### config.mk
export PLATFORM = sky130hd
export DESIGN_NAME = lc3_control_fsm
export DESIGN_NICKNAME = d
export VERILOG_FILES = /design/src/rtl/lc3_control_fsm_pkg.sv /design/src/rtl/lc3_wait_timer.sv /design/src/rtl/lc3_control_fsm.sv
export SDC_FILE = /design/constraint.sdc
export NUM_CORES = 1
export LEC_CHECK = 0
export ABC_AREA = 1
export CORE_ASPECT_RATIO = 1.25
export CORE_MARGIN = 2
export CORE_UTILIZATION = 49
export CTS_CLUSTER_DIAMETER = 200
export CTS_CLUSTER_SIZE = 10
export DETAILED_ROUTE_END_ITERATION = 8
export GPL_TIMING_DRIVEN = 0
export PLACE_DENSITY = 0.86
export SETUP_SLACK_MARGIN = 0.3
export SYNTH_ARGS = -nofsm -noshare
export SYNTH_HDL_FRONTEND = slang
export SYNTH_SLANG_ARGS = --single-unit
### constraint.sdc
create_clock -name clk_i -period 2.39 [get_ports clk_i]
set_clock_uncertainty 0.15 [all_clocks]
set_input_delay 0.239 -clock clk_i [delete_from_list [all_inputs] [get_ports clk_i]]
set_output_delay 0.239 -clock clk_i [all_outputs]
set_load 0.005 [all_outputs]
### src/rtl/lc3_control_fsm_pkg.sv
// Shared definitions for the LC-3 control FSM: opcode and state enums, datapath select
// encodings and a wait-state classifier. Monitors and checkers import the same package so
// that every party decodes the select fields identically.
package lc3_control_fsm_pkg;

    typedef enum logic [3:0] {
        OpBr   = 4'd0,
        OpAdd  = 4'd1,
        OpLd   = 4'd2,
        OpSt   = 4'd3,
        OpJsr  = 4'd4,
        OpAnd  = 4'd5,
        OpLdr  = 4'd6,
        OpStr  = 4'd7,
        OpRti  = 4'd8,
        OpNot  = 4'd9,
        OpLdi  = 4'd10,
        OpSti  = 4'd11,
        OpJmp  = 4'd12,
        OpRes  = 4'd13,
        OpLea  = 4'd14,
        OpTrap = 4'd15
    } opcode_e;

    typedef enum logic [4:0] {
        StFetch  = 5'd0,
        StFwait  = 5'd1,
        StLdir   = 5'd2,
        StDecode = 5'd3,
        StExec   = 5'd4,
        StMaddr  = 5'd5,
        StIwait  = 5'd6,
        StIload  = 5'd7,
        StRwait  = 5'd8,
        StLdwb   = 5'd9,
        StStdata = 5'd10,
        StWwait  = 5'd11,
        StTrap0  = 5'd12,
        StTwait  = 5'd13,
        StTrap1  = 5'd14,
        StHalt   = 5'd15
    } state_e;

    // pc_sel
    localparam logic [1:0] PcSelInc   = 2'd0;
    localparam logic [1:0] PcSelEa    = 2'd1;
    localparam logic [1:0] PcSelBase  = 2'd2;
    localparam logic [1:0] PcSelMdr   = 2'd3;
    // mar_sel
    localparam logic [1:0] MarSelPc   = 2'd0;
    localparam logic [1:0] MarSelEa   = 2'd1;
    localparam logic [1:0] MarSelMdr  = 2'd2;
    localparam logic [1:0] MarSelVect = 2'd3;
    // ea_sel
    localparam logic [1:0] EaSelOff9  = 2'd0;
    localparam logic [1:0] EaSelOff6  = 2'd1;
    localparam logic [1:0] EaSelOff11 = 2'd2;
    // reg_sel
    localparam logic [1:0] RegSelAlu  = 2'd0;
    localparam logic [1:0] RegSelMdr  = 2'd1;
    localparam logic [1:0] RegSelPc   = 2'd2;
    localparam logic [1:0] RegSelEa   = 2'd3;
    // alu_op
    localparam logic [1:0] AluAdd     = 2'd0;
    localparam logic [1:0] AluAnd     = 2'd1;
    localparam logic [1:0] AluNot     = 2'd2;

    function automatic logic is_wait(input state_e s);
        return (s == StFwait) || (s == StIwait) || (s == StRwait) ||
               (s == StWwait) || (s == StTwait);
    endfunction

endpackage

### src/rtl/lc3_wait_timer.sv
// Memory-wait watchdog.
//   clk_i, rst_i  : clock, asynchronous active-high reset
//   in_wait_i     : FSM is in a memory-wait state
//   mem_ready_i   : memory completes the access this cycle
//   expired_o     : this is the WAIT_MAX-th consecutive non-ready wait cycle
// The count is zero on the first cycle of every wait state, so expiry lands exactly on the
// WAIT_MAX-th wait cycle; a ready in that same cycle suppresses expiry.
module lc3_wait_timer #(
    parameter int unsigned WAIT_MAX = 15
) (
    input  logic clk_i,
    input  logic rst_i,
    input  logic in_wait_i,
    input  logic mem_ready_i,
    output logic expired_o
);

    localparam logic [7:0] Limit = 8'(WAIT_MAX - 1);

    logic [7:0] count_q, count_d;

    always_comb begin
        count_d = 8'd0;
        if (in_wait_i) begin
            count_d = (mem_ready_i || count_q == 8'hFF) ? count_q : count_q + 8'd1;
        end
    end

    always_ff @(posedge clk_i or posedge rst_i) begin
        if (rst_i) begin
            count_q <= 8'd0;
        end else begin
            count_q <= count_d;
        end
    end

    assign expired_o = in_wait_i && !mem_ready_i && (count_q == Limit);

endmodule

### src/rtl/lc3_control_fsm.sv
// LC-3 multicycle control FSM.
//   clk_i, rst_i        : clock, asynchronous active-high reset
//   ir_i, nzp_i         : instruction register and condition codes
//   mem_ready_i         : memory completes the current access
//   mem_en_o, mem_we_o  : memory request / write qualifier
//   ld_*_o              : datapath load enables
//   *_sel_o, alu_op_o   : datapath selects (encodings in lc3_control_fsm_pkg)
//   dr_r7_o, mdr_sel_o  : force R7 destination, MDR source
//   illegal_o, mem_err_o: sticky fault flags; state_o: debug state encoding
// Outputs decode from the registered state; only ld_mdr in read waits (and the timeout
// abort) depend combinationally on mem_ready_i.
module lc3_control_fsm
    import lc3_control_fsm_pkg::*;
#(
    parameter int unsigned WAIT_MAX = 15
) (
    input  logic        clk_i,
    input  logic        rst_i,
    input  logic [15:0] ir_i,
    input  logic [2:0]  nzp_i,
    input  logic        mem_ready_i,
    output logic        mem_en_o,
    output logic        mem_we_o,
    output logic        ld_pc_o,
    output logic        ld_ir_o,
    output logic        ld_mar_o,
    output logic        ld_mdr_o,
    output logic        ld_reg_o,
    output logic        ld_cc_o,
    output logic [1:0]  pc_sel_o,
    output logic [1:0]  mar_sel_o,
    output logic [1:0]  ea_sel_o,
    output logic [1:0]  reg_sel_o,
    output logic        dr_r7_o,
    output logic        mdr_sel_o,
    output logic [1:0]  alu_op_o,
    output logic        illegal_o,
    output logic        mem_err_o,
    output logic [4:0]  state_o
);

    state_e  state_q, state_d;
    logic    illegal_q, illegal_d;
    logic    mem_err_q, mem_err_d;
    logic    timeout;
    opcode_e op;
    logic    unused_ir;

    assign op        = opcode_e'(ir_i[15:12]);
    assign unused_ir = ^ir_i[8:0];
    assign state_o   = state_q;

    lc3_wait_timer #(
        .WAIT_MAX (WAIT_MAX)
    ) u_wait_timer (
        .clk_i       (clk_i),
        .rst_i       (rst_i),
        .in_wait_i   (is_wait(state_q)),
        .mem_ready_i (mem_ready_i),
        .expired_o   (timeout)
    );

    always_comb begin
        state_d   = state_q;
        illegal_d = illegal_q;
        mem_err_d = mem_err_q;
        {mem_en_o, mem_we_o, ld_pc_o, ld_ir_o, ld_mar_o, ld_mdr_o, ld_reg_o, ld_cc_o,
         pc_sel_o, mar_sel_o, ea_sel_o, reg_sel_o, dr_r7_o, mdr_sel_o, alu_op_o} = '0;

        unique case (state_q)
            StFetch: begin
                ld_mar_o  = 1'b1;
                mar_sel_o = MarSelPc;
                ld_pc_o   = 1'b1;
                pc_sel_o  = PcSelInc;
                state_d   = StFwait;
            end
            StFwait, StIwait, StRwait, StTwait: begin
                mem_en_o = 1'b1;
                ld_mdr_o = mem_ready_i;
                if (mem_ready_i) begin
                    unique case (state_q)
                        StFwait: state_d = StLdir;
                        StIwait: state_d = StIload;
                        StRwait: state_d = StLdwb;
                        default: state_d = StTrap1;
                    endcase
                end
            end
            StLdir: begin
                ld_ir_o = 1'b1;
                state_d = StDecode;
            end
            StDecode: begin
                case (op)
                    OpBr: begin
                        if ((ir_i[11:9] & nzp_i) != 3'b000) begin
                            ld_pc_o  = 1'b1;
                            pc_sel_o = PcSelEa;
                            ea_sel_o = EaSelOff9;
                        end
                        state_d = StFetch;
                    end
                    OpJmp: begin
                        ld_pc_o  = 1'b1;
                        pc_sel_o = PcSelBase;
                        state_d  = StFetch;
                    end
                    OpAdd, OpAnd, OpNot, OpLea, OpJsr:       state_d = StExec;
                    OpLd, OpLdr, OpLdi, OpSt, OpStr, OpSti: state_d = StMaddr;
                    OpTrap:                                  state_d = StTrap0;
                    default: begin
                        illegal_d = 1'b1;
                        state_d   = StHalt;
                    end
                endcase
            end
            StExec: begin
                case (op)
                    OpAdd, OpAnd, OpNot: begin
                        ld_reg_o  = 1'b1;
                        ld_cc_o   = 1'b1;
                        reg_sel_o = RegSelAlu;
                        alu_op_o  = (op == OpAdd) ? AluAdd : (op == OpAnd) ? AluAnd : AluNot;
                    end
                    OpLea: begin
                        ld_reg_o  = 1'b1;
                        reg_sel_o = RegSelEa;
                        ea_sel_o  = EaSelOff9;
                    end
                    OpJsr: begin
                        // R7 takes the pre-update PC because both loads share this edge
                        ld_reg_o  = 1'b1;
                        reg_sel_o = RegSelPc;
                        dr_r7_o   = 1'b1;
                        ld_pc_o   = 1'b1;
                        if (ir_i[11]) begin
                            pc_sel_o = PcSelEa;
                            ea_sel_o = EaSelOff11;
                        end else begin
                            pc_sel_o = PcSelBase;
                        end
                    end
                    default: ;
                endcase
                state_d = StFetch;
            end
            StMaddr: begin
                ld_mar_o  = 1'b1;
                mar_sel_o = MarSelEa;
                ea_sel_o  = (op == OpLdr || op == OpStr) ? EaSelOff6 : EaSelOff9;
                case (op)
                    OpLdi, OpSti: state_d = StIwait;
                    OpLd, OpLdr:  state_d = StRwait;
                    default:      state_d = StStdata;
                endcase
            end
            StIload: begin
                ld_mar_o  = 1'b1;
                mar_sel_o = MarSelMdr;
                state_d   = (op == OpLdi) ? StRwait : StStdata;
            end
            StLdwb: begin
                ld_reg_o  = 1'b1;
                ld_cc_o   = 1'b1;
                reg_sel_o = RegSelMdr;
                state_d   = StFetch;
            end
            StStdata: begin
                ld_mdr_o  = 1'b1;
                mdr_sel_o = 1'b1;
                state_d   = StWwait;
            end
            StWwait: begin
                mem_en_o = 1'b1;
                mem_we_o = 1'b1;
                if (mem_ready_i) state_d = StFetch;
            end
            StTrap0: begin
                ld_reg_o  = 1'b1;
                reg_sel_o = RegSelPc;
                dr_r7_o   = 1'b1;
                ld_mar_o  = 1'b1;
                mar_sel_o = MarSelVect;
                state_d   = StTwait;
            end
            StTrap1: begin
                ld_pc_o  = 1'b1;
                pc_sel_o = PcSelMdr;
                state_d  = StFetch;
            end
            StHalt: state_d = StHalt;
            default: state_d = StHalt;
        endcase

        // Watchdog abort; expiry is already masked by a same-cycle mem_ready
        if (timeout) begin
            mem_en_o  = 1'b0;
            mem_we_o  = 1'b0;
            mem_err_d = 1'b1;
            state_d   = StHalt;
        end

        illegal_o = illegal_q;
        mem_err_o = mem_err_q | timeout;

        if (rst_i) begin
            {mem_en_o, mem_we_o, ld_pc_o, ld_ir_o, ld_mar_o, ld_mdr_o, ld_reg_o, ld_cc_o,
             pc_sel_o, mar_sel_o, ea_sel_o, reg_sel_o, dr_r7_o, mdr_sel_o, alu_op_o,
             illegal_o, mem_err_o} = '0;
        end
    end

    always_ff @(posedge clk_i or posedge rst_i) begin
        if (rst_i) begin
            state_q   <= StFetch;
            illegal_q <= 1'b0;
            mem_err_q <= 1'b0;
        end else begin
            state_q   <= state_d;
            illegal_q <= illegal_d;
            mem_err_q <= mem_err_d;
        end
    end

endmodule

After elaboration in Yosys (flattened, before gate mapping)
Index checks and enable logic that the tools add are counted.
{ "totals": {"output_inout_bits": 27, "reg_bits": 15} }
{ "op_classes": {"n_mux": 60, "eq_ne": 32, "reduce_logical": 27, "bitwise": 3, "n_addsub": 1} }
{ "op_table": {"columns": ["operator", "count"], "rows": [
  ["5-bit one-hot mux with 10 select lines", 1],
  ["5-bit by 4-bit equality test with 1-bit output, second input constant", 7],
  ["2-bit two-way mux", 14],
  ["1-bit two-way mux", 25],
  ["4-bit equality test, second input constant", 6],
  ["5-bit by 3-bit equality test with 1-bit output, second input constant", 4],
  ["2-bit one-hot mux with 3 select lines", 3],
  ["4-bit by 3-bit equality test with 1-bit output, second input constant", 4],
  ["8-bit two-way mux", 2],
  ["4-bit one-hot mux with 4 select lines", 1],
  ["5-bit two-way mux", 3],
  ["14-bit OR reduction", 1],
  ["2-bit one-hot mux with 2 select lines", 3],
  ["4-bit one-hot mux with 3 select lines", 1],
  ["5-bit by 2-bit equality test with 1-bit output, second input constant", 2],
  ["1-bit one-hot mux with 2 select lines", 5],
  ["2-bit OR reduction", 5],
  ["5-bit OR reduction", 2],
  ["8-bit by 1-bit adder with 8-bit output, second input constant", 1],
  ["4-bit by 2-bit equality test with 1-bit output, second input constant", 2],
  ["8-bit by 4-bit equality test with 1-bit output, second input constant", 1],
  ["8-bit equality test, second input constant", 1],
  ["4-bit one-hot mux with 2 select lines", 1],
  ["4-bit OR reduction", 2],
  ["17 further kinds", 26]
]} }

Longest topological paths before layout
Gate-level depths: netlist (run 1).
{ "depth": {"ltp_word": 9, "ltp_mapped": 9, "mapped_depth_nobuf": 9} }

Hierarchy
Synthesis (run 1) repeated with hierarchy kept, for this count alone.
{ "hier_totals": {"hier_cells": 250, "area_unflattened_um2": 1402.6} }
{ "by_module_without_submodules": {"columns": ["module", "n_inst", "cells_per_inst", "area_per_inst_um2"], "rows": [
  ["lc3_control_fsm", 1, 176, 879.6],
  ["lc3_wait_timer", 1, 74, 523.0]
]} }

Least setup slack after synthesis (run 1)
No wires, ideal clock.
{ "synth_path": {"kind": "reg-to-output", "start": "register state_q[2] (netlist: state_o[2])", "end": "output mem_en_o", "n_path_buf": 1, "setup_slack_ns": 0.754, "t_arrival_ns": 1.247, "path_stages_with_launch": 9, "required_ns": 2.001, "cell_sequence": "dfrtp_1 > inv_2 > nand2_2 > nor2_2 > nor2_4 > nand3_4 > buf_8 > inv_2 > nor2_1"} }
{ "synth_via": {"elab_chain_cells": 9, "elab_cells_between_ends": 15} }
{ "synth_rtl": {"columns": ["item", "line", "text"], "rows": [
  ["from (decl)", "lc3_control_fsm.sv:42", "state_e state_q, state_d;"],
  ["from (signal assigned)", "lc3_control_fsm.sv:216", "state_q <= StFetch;"],
  ["from (signal assigned)", "lc3_control_fsm.sv:220", "state_q <= state_d;"],
  ["5-bit by 1-bit equality test with 1-bit output or 5-bit by 3-bit equality test with 1-bit output (tied branches)", "lc3_control_fsm_pkg.sv:69, lc3_control_fsm.sv:70", null],
  ["1-bit logical OR (3 in a row)", "lc3_control_fsm_pkg.sv:69", "return (s == StFwait) || (s == StIwait) || (s == StRwait) ||"],
  ["1-bit logical OR", "lc3_control_fsm_pkg.sv:70", "(s == StWwait) || (s == StTwait);"],
  ["1-bit logical AND (2 in a row)", "lc3_wait_timer.sv:37", "assign expired_o = in_wait_i && !mem_ready_i && (count_q == Limit);"],
  ["1-bit two-way mux (*)", "lc3_control_fsm.sv:197", "if (timeout) begin"],
  ["1-bit two-way mux (*)", "lc3_control_fsm.sv:207", "if (rst_i) begin"],
  ["to (decl)", "lc3_control_fsm.sv:22", "output logic mem_en_o,"]
]} }
Mark *: on every way between the ends. The rest lies on a longest branch, timed or not.

Final worst setup path (run 1)
{ "layout_path": {"start": "register state_q[1] (netlist: state_o[1])", "end": "output mem_en_o"} }
Same word-level chain as after synthesis.

==> impl_metrics.json, run 1 <==
{
  "status": "finished clean",
  "r2r_cells": 10,
  "crit_chain": "nand2_2 > inv_1 > nand2_2 > nand3_4 > buf_6 > buf_8 > inv_2 > nor2_1 > dlygate4sd2_1",
  "hold_ws_ns": 0.0714,
  "io_buffers": 37,
  "power_density_nw_per_um2": 851,
  "finalPower_w": 0.00194,
  "path_delay_family": "buffers and inverters",
  "reg2reg_to": "state_o[1]",
  "synth_area_um2": 1430,
  "detail_route.wirelength_mm": 5.17,
  "synth_top_area_cell": "dfrtp_1",
  "synth_top_area_share_pct": 24.6,
  "avgSynthCellArea_um2": 6.04,
  "routed_via_density": 5.80,
  "clock-sinks": 14,
  "cp.depth": 9,
  "cts_root_buffer": "clkbuf_4",
  "p_clk_share_pct": 9.0,
  "core_area_um2": 2730,
  "hold_path_class": "input port to async pin",
  "postSynthCellCount": 236,
  "wl_per_cell_um": 15.1,
  "clock_latency_ns": 0.29,
  "fin_crit_ns": 2.31,
  "crit_required_ns": 2.00,
  "gp_congestion": 0.900,
  "initial_core_util_pct": 52.2,
  "drt_first_pass_iters": 5,
  "grt.total_usage_pct": 26.5,
  "netSwitchingPower_w": 0.000935,
  "path_buf_inv": 5,
  "grt_max_degree": 18,
  "die-area_um2": 3360,
  "hold_viol": 0,
  "r2r_slack_ns": 0.60,
  "drive_gt1_share_pct": 33.1,
  "p_seq_share_pct": 18.9,
  "maxSlewViolCount": 0,
  "dp_hpwl_mm": 2.89,
  "final_cell_count_no_fill": 342,
  "endpoint_kind": "output port",
  "diodes": 0,
  "path_common_cell": "nand2_2",
  "crit_fanout": 10,
  "comb_power_share_pct": 72.1,
  "cts_made_buffers": 3,
  "ys_types": 26,
  "ys_async_sr_fraction_pct": 100,
  "slowest_stage": "dfrtp_2",
  "worst_setup_path_start_kind": "flop",
  "synth_seq_cells": 14,
  "swShare_pct": 48.2,
  "fillerInstances": 171,
  "remaining_drc_errors": 0,
  "synth_edf_count": 0,
  "die_x_um": 52.2,
  "cts_tree": "yes",
  "area.growth.synth_to_final_pct": 59.8,
  "antenna_found_initial": 0,
  "drtIter0Drc": 98,
  "critical_path_arrival_ns": 1.92,
  "path_clk_slew_ns": 0.09,
  "die_h_um": 64.3,
  "max_stage_delay_ns": 0.46,
  "clockBufferDepth": 2,
  "postLayoutSetupSlackWorst_ns": 0.0840,
  "max_slew.worst_pin.slew_ns": 0.647,
  "path_class": "flop to output port",
  "grt_pass1_vias": 1653,
  "pre_cts_slack_ns": -0.0973,
  "syn-num-nets": 260,
  "p_int_w": 0.00100,
  "rsz0062_at_grt": "yes",
  "grt_first_pass_wirelength_mm": 6.96,
  "power_leakage_nw": 1.20,
  "pin_count": 49,
  "ant_nets": 0,
  "fp-row-count": 21,
  "slew_headroom_pct": 56.8,
  "final_nets": 333,
  "max_freq_ghz": 0.434,
  "grt_remaining_overflow": 0,
  "cts-htree-levels": 1,
  "peakVddDrop_mv": 0.576,
  "cts_hold_buffers": 0,
  "synth_top_flop_cell": "dfrtp_1",
  "synth_warnings": 0,
  "yosysSeqAreaShare_pct": 24.6,
  "finalSetupViolations": 0,
  "rr_startpoint": "state_o[2]",
  "maxCapViolations": 0,
  "synth.area.top_cells": "dfrtp_1, nand2_1, nor2_1",
  "period_share_pct": 96.5,
  "dp.cells": 307,
  "vias": 1982
}
-- cell usage after synthesis (2+ instances only) --
master	count
ha_1	2
clkbuf_1	2
nor2_1	45
inv_1	25
xor2_1	5
o211ai_1	2
nand2_4	3
dfrtp_1	14
inv_2	6
nand3_1	13
a31oi_1	4
nand4_1	7
nor2_4	4
nand2_2	6
o21ai_0	7
nor2_2	3
a21oi_1	12
nand2_1	62
nor3_1	7
-- sequential cells by signal, indices dropped and copies added (netlist names) --
register and flops:
illegal_q 1, state_o 4, u_wait_timer.count_q 8, mem_err_q 1
-- power groups by stage --
stage          Clock, W  Sequential, W  Combinational (W)
2_1_floorplan         0       0.000340           0.000610
3_3_place_gp          0       0.000349           0.000867
3_5_place_dp          0       0.000350           0.000879
4_1_cts        0.000175       0.000348            0.00111
5_1_grt        0.000187       0.000370            0.00150
6_report       0.000175       0.000366            0.00140
-- area by class of cell --
type / instances / area, um2 / area share (%)
Timing Repair Buffer: 68 / 582 / 25.5
Buffer: 4 / 30.0 / 1.32
Clock buffer: 4 / 36.3 / 1.59
Multi-Input combinational cell: 186 / 1100 / 48.1
Tap cell: 34 / 42.5 / 1.87
Sequential cell: 14 / 355 / 15.6
Inverter: 32 / 135 / 5.93
-- metrics by stage --
stage,utilization [%],cell area [um2],setup TNS (ns)
3_3_place_gp,67.3,1840,-0.191
6_report,83.3,2280,0
5_1_grt,83.3,2280,-0.00937
2_1_floorplan,-,1430,0
3_5_place_dp,67.3,1840,-0.151
4_1_cts,75.2,2050,0
-- how the worst max path moves through the flow --
stage	from	end	slack, ns
final	state_o[1]	mem_en_o	0.08
after floorplan	state_o[2]	mem_en_o	0.75
after global routing	state_o[3]	mem_en_o	-0.009
after CTS	state_o[2]	mem_en_o	0.05
after detailed placement	ir_i[13]	pc_sel_o[0]	-0.1
after global placement	ir_i[13]	pc_sel_o[0]	-0.09
-- routing by layer --
metal	track usage [%]	vias to the layer above	part of all wire [%]
met5	0	-	0
met4	7.37	0	4.5
met3	3.74	35	8.4
met2	45.9	145	50
met1	33.6	907	37
li1	-	895	-
-- repair_timing --
item	4_1_cts	5_1_grt
endpoints found under the setup margin	21	17
pin swaps	11	23
setup buffers	14	17
resized for setup	55	59
-- layout by cell type (no fill, tap or decap), types with 8 or more instances in the layout --
cell	count
nand2_1	56
nor2_1	38
buf_4	22
inv_1	21
clkdlybuf4s50_1	15
nand3_1	12
nor2_4	11
a21oi_1	10
dfrtp_1	10
buf_6	10
nand2_4	8
-- logic make-up (layout without fill, tap and decap cells) --
logic type / after synthesis / in the layout / share of synthesized area (%)
and+or+nand+nor: 153 / 153 / 50.1
xor gates and xnor gates: 5 / 5 / 3.07
DFF: 14 / 14 / 24.6
AOI/OAI and AO/OA: 25 / 25 / 9.48
adders and majority gates: 2 / 2 / 1.76
other: 1 / 1 / 0.263
buffers and inverters: 36 / 108 / 10.7
Power figures use the tool's default switching activity.
==> run 2, diff against run 1 <==
- CORE_UTILIZATION: 49 -> 46
- PLACE_DENSITY: 0.86 -> 0.81
- clock period: 2.39 -> 2.3 ns (I/O delays scaled with it)
==> run 2 against run 1 <==
Against the previous run: critical endpoint is now mem_err_o; sequential cell count unchanged; non-clock buffer count unchanged; first-iteration DRC count down 21%; critical path type unchanged; critical path depth unchanged.
==> impl_metrics.json, run 2 (synthesized netlist as in run 1, its figures left out) <==
{
  "grt_first_pass_wirelength_mm": 7.47,
  "pin_count": 49,
  "crit_chain": "buf_6 > nand2_8 > nor2_4 > nor2_4 > nand3_4 > nand3_4 > buf_4 > a21oi_2 > clkdlybuf4s15_2",
  "grt_max_degree": 15,
  "core_area_um2": 2950,
  "path_buf_inv": 3,
  "clock-sinks": 14,
  "power_density_nw_per_um2": 899,
  "fin_util_pct": 78.6,
  "die-area_um2": 3560,
  "dp.cells": 309,
  "regArea_um2": 355,
  "grt_remaining_overflow": 0,
  "peakVddDrop_mv": 0.604,
  "final_area_um2": 2320,
  "cts_root_buffer": "clkbuf_4",
  "detail_route.wirelength_mm": 4.84,
  "max_stage_delay_ns": 0.48,
  "layout_commonest_cell": "nand2_1",
  "cts-htree-levels": 1,
  "initial_core_util_pct": 48.4,
  "crit_fanout": 5,
  "dp_hpwl_mm": 3.01,
  "io_buffers": 37,
  "drtIter0Drc": 77,
  "vias": 1816,
  "routed_via_density": 5.28,
  "path_clk_slew_ns": 0.09,
  "grt_pass1_vias": 1714,
  "gp_congestion": 0.966,
  "status": "finished clean",
  "regMostFlops": "u_wait_timer.count_q",
  "antenna_found_initial": 0,
  "clockBufferDepth": 2,
  "hold_ws_ns": 0.169,
  "cts_made_buffers": 3,
  "fp-row-count": 22,
  "hold_path_class": "input port to async pin",
  "worst_setup_path_start_kind": "flop",
  "hold_viol": 0,
  "slowest_stage": "dfrtp_2",
  "placed_area_um2": 1840,
  "ant_nets": 0,
  "multi_input_area_um2": 1120,
  "finalSetupViolations": 0,
  "path_class": "flop to output port",
  "maxCapViolations": 0,
  "endpoint_kind": "output port",
  "rsz0062_at_grt": "yes",
  "diodes": 0,
  "critical_path_arrival_ns": 1.85,
  "wl_per_cell_um": 14.1,
  "final_cell_mix": "nand2_1, nor2_1, buf_4, inv_1, nor2_4",
  "remaining_drc_errors": 0,
  "grt.total_usage_pct": 27.9,
  "drive_gt1_share_pct": 36.0,
  "final_nets": 333,
  "power_leakage_nw": 1.23,
  "maxSlewViolCount": 0,
  "fillerInstances": 204,
  "clock_latency_ns": 0.29,
  "final_cell_count_no_fill": 344,
  "drt_first_pass_iters": 5,
  "cts_tree": "yes",
  "path_delay_family": "buffers and inverters",
  "die_h_um": 66.2,
  "fin_crit_ns": 2.23,
  "crit_required_ns": 1.92,
  "period_share_pct": 97.1,
  "die_x_um": 53.8,
  "area.growth.synth_to_final_pct": 62.5,
  "max_freq_ghz": 0.448,
  "largest_reg_flops": 8
}
==> run 2: worst paths after layout <==
| check | startpoint | to | slack (ns) | cells after the start |
|---|---|---|---|---|
| worst min-delay path | rst_i | u_wait_timer.count_q[1] | 0.17 | 4 |
| worst max register to register | state_o[3] | u_wait_timer.count_q[2] | 0.47 | 11 |
| worst max-delay path | state_o[3] | mem_err_o | 0.07 | 9 |
| worst min register to register | illegal_q | illegal_q | 0.32 | 2 |
| max in group asynchronous | rst_i | state_o[3] | 1.64 | 4 |
| min in group clk_i | illegal_q | illegal_q | 0.32 | 2 |
==> run 2: cell type report <==
cell class | instances | share of cell area, %
Tap cell | 36 | 1.94
Timing Repair Buffer | 68 | 25.2
Sequential cell | 14 | 15.3
Inverter | 32 | 6.00
Multi-Input combinational cell | 186 | 48.6
Clock buffer | 4 | 1.57
Buffer | 4 | 1.35
==> run 2: through the flow <==
stage | total power [W] | setup slack (ns) | setup TNS (ns)
after global routing | 0.00223 | -0.0188 | -0.0188
after global placement | 0.00129 | -0.209 | -0.819
final | 0.00208 | 0.0663 | 0
after detailed placement | 0.00129 | -0.180 | -0.767
after CTS | 0.00172 | 0.103 | 0
after floorplan | 0.000987 | 0.673 | 0
==> run 2: routing by layer <==
layer | track usage [%] | vias to the layer above | share of wire [%] | routed length (um)
li1 | - | 887 | - | -
met1 | 34.2 | 822 | 41 | 1970
met2 | 46.2 | 87 | 49 | 2360
met3 | 6.79 | 20 | 6.6 | 318
met4 | 9.29 | 0 | 4.1 | 199
met5 | 0 | - | 0 | 0
==> run 2: worst register-to-register path: stages, from the launching register on <==
cell and delay [ns]:
dfrtp_2 0.49, buf_6 0.16, nand2_8 0.08, nor2_4 0.05, nor2_4 0.13, nand3_4 0.11, buf_4 0.15, buf_4 0.13
nand2_4 0.10, inv_4 0.06, nand2_1 0.06, nand2_1 0.05
==> run 2: repair_timing <==
item                       CTS  global route
setup endpoints to repair   21            20
gates cloned                 0             0
resized for setup           68            64
hold buffers                 0             0
setup buffers               20            11
pin swaps                   14            18
==> run 2: power by group <==
part / leakage [nW] / switching, W / total (W) / internal (W)
Combinational: 1.03 / 0.000836 / 0.00152 / 0.000687
Sequential: 0.174 / 0.0000810 / 0.000376 / 0.000295
Clock: 0.0210 / 0.0000857 / 0.000182 / 0.0000964
Total: 1.23 / 0.00100 / 0.00208 / 0.00108
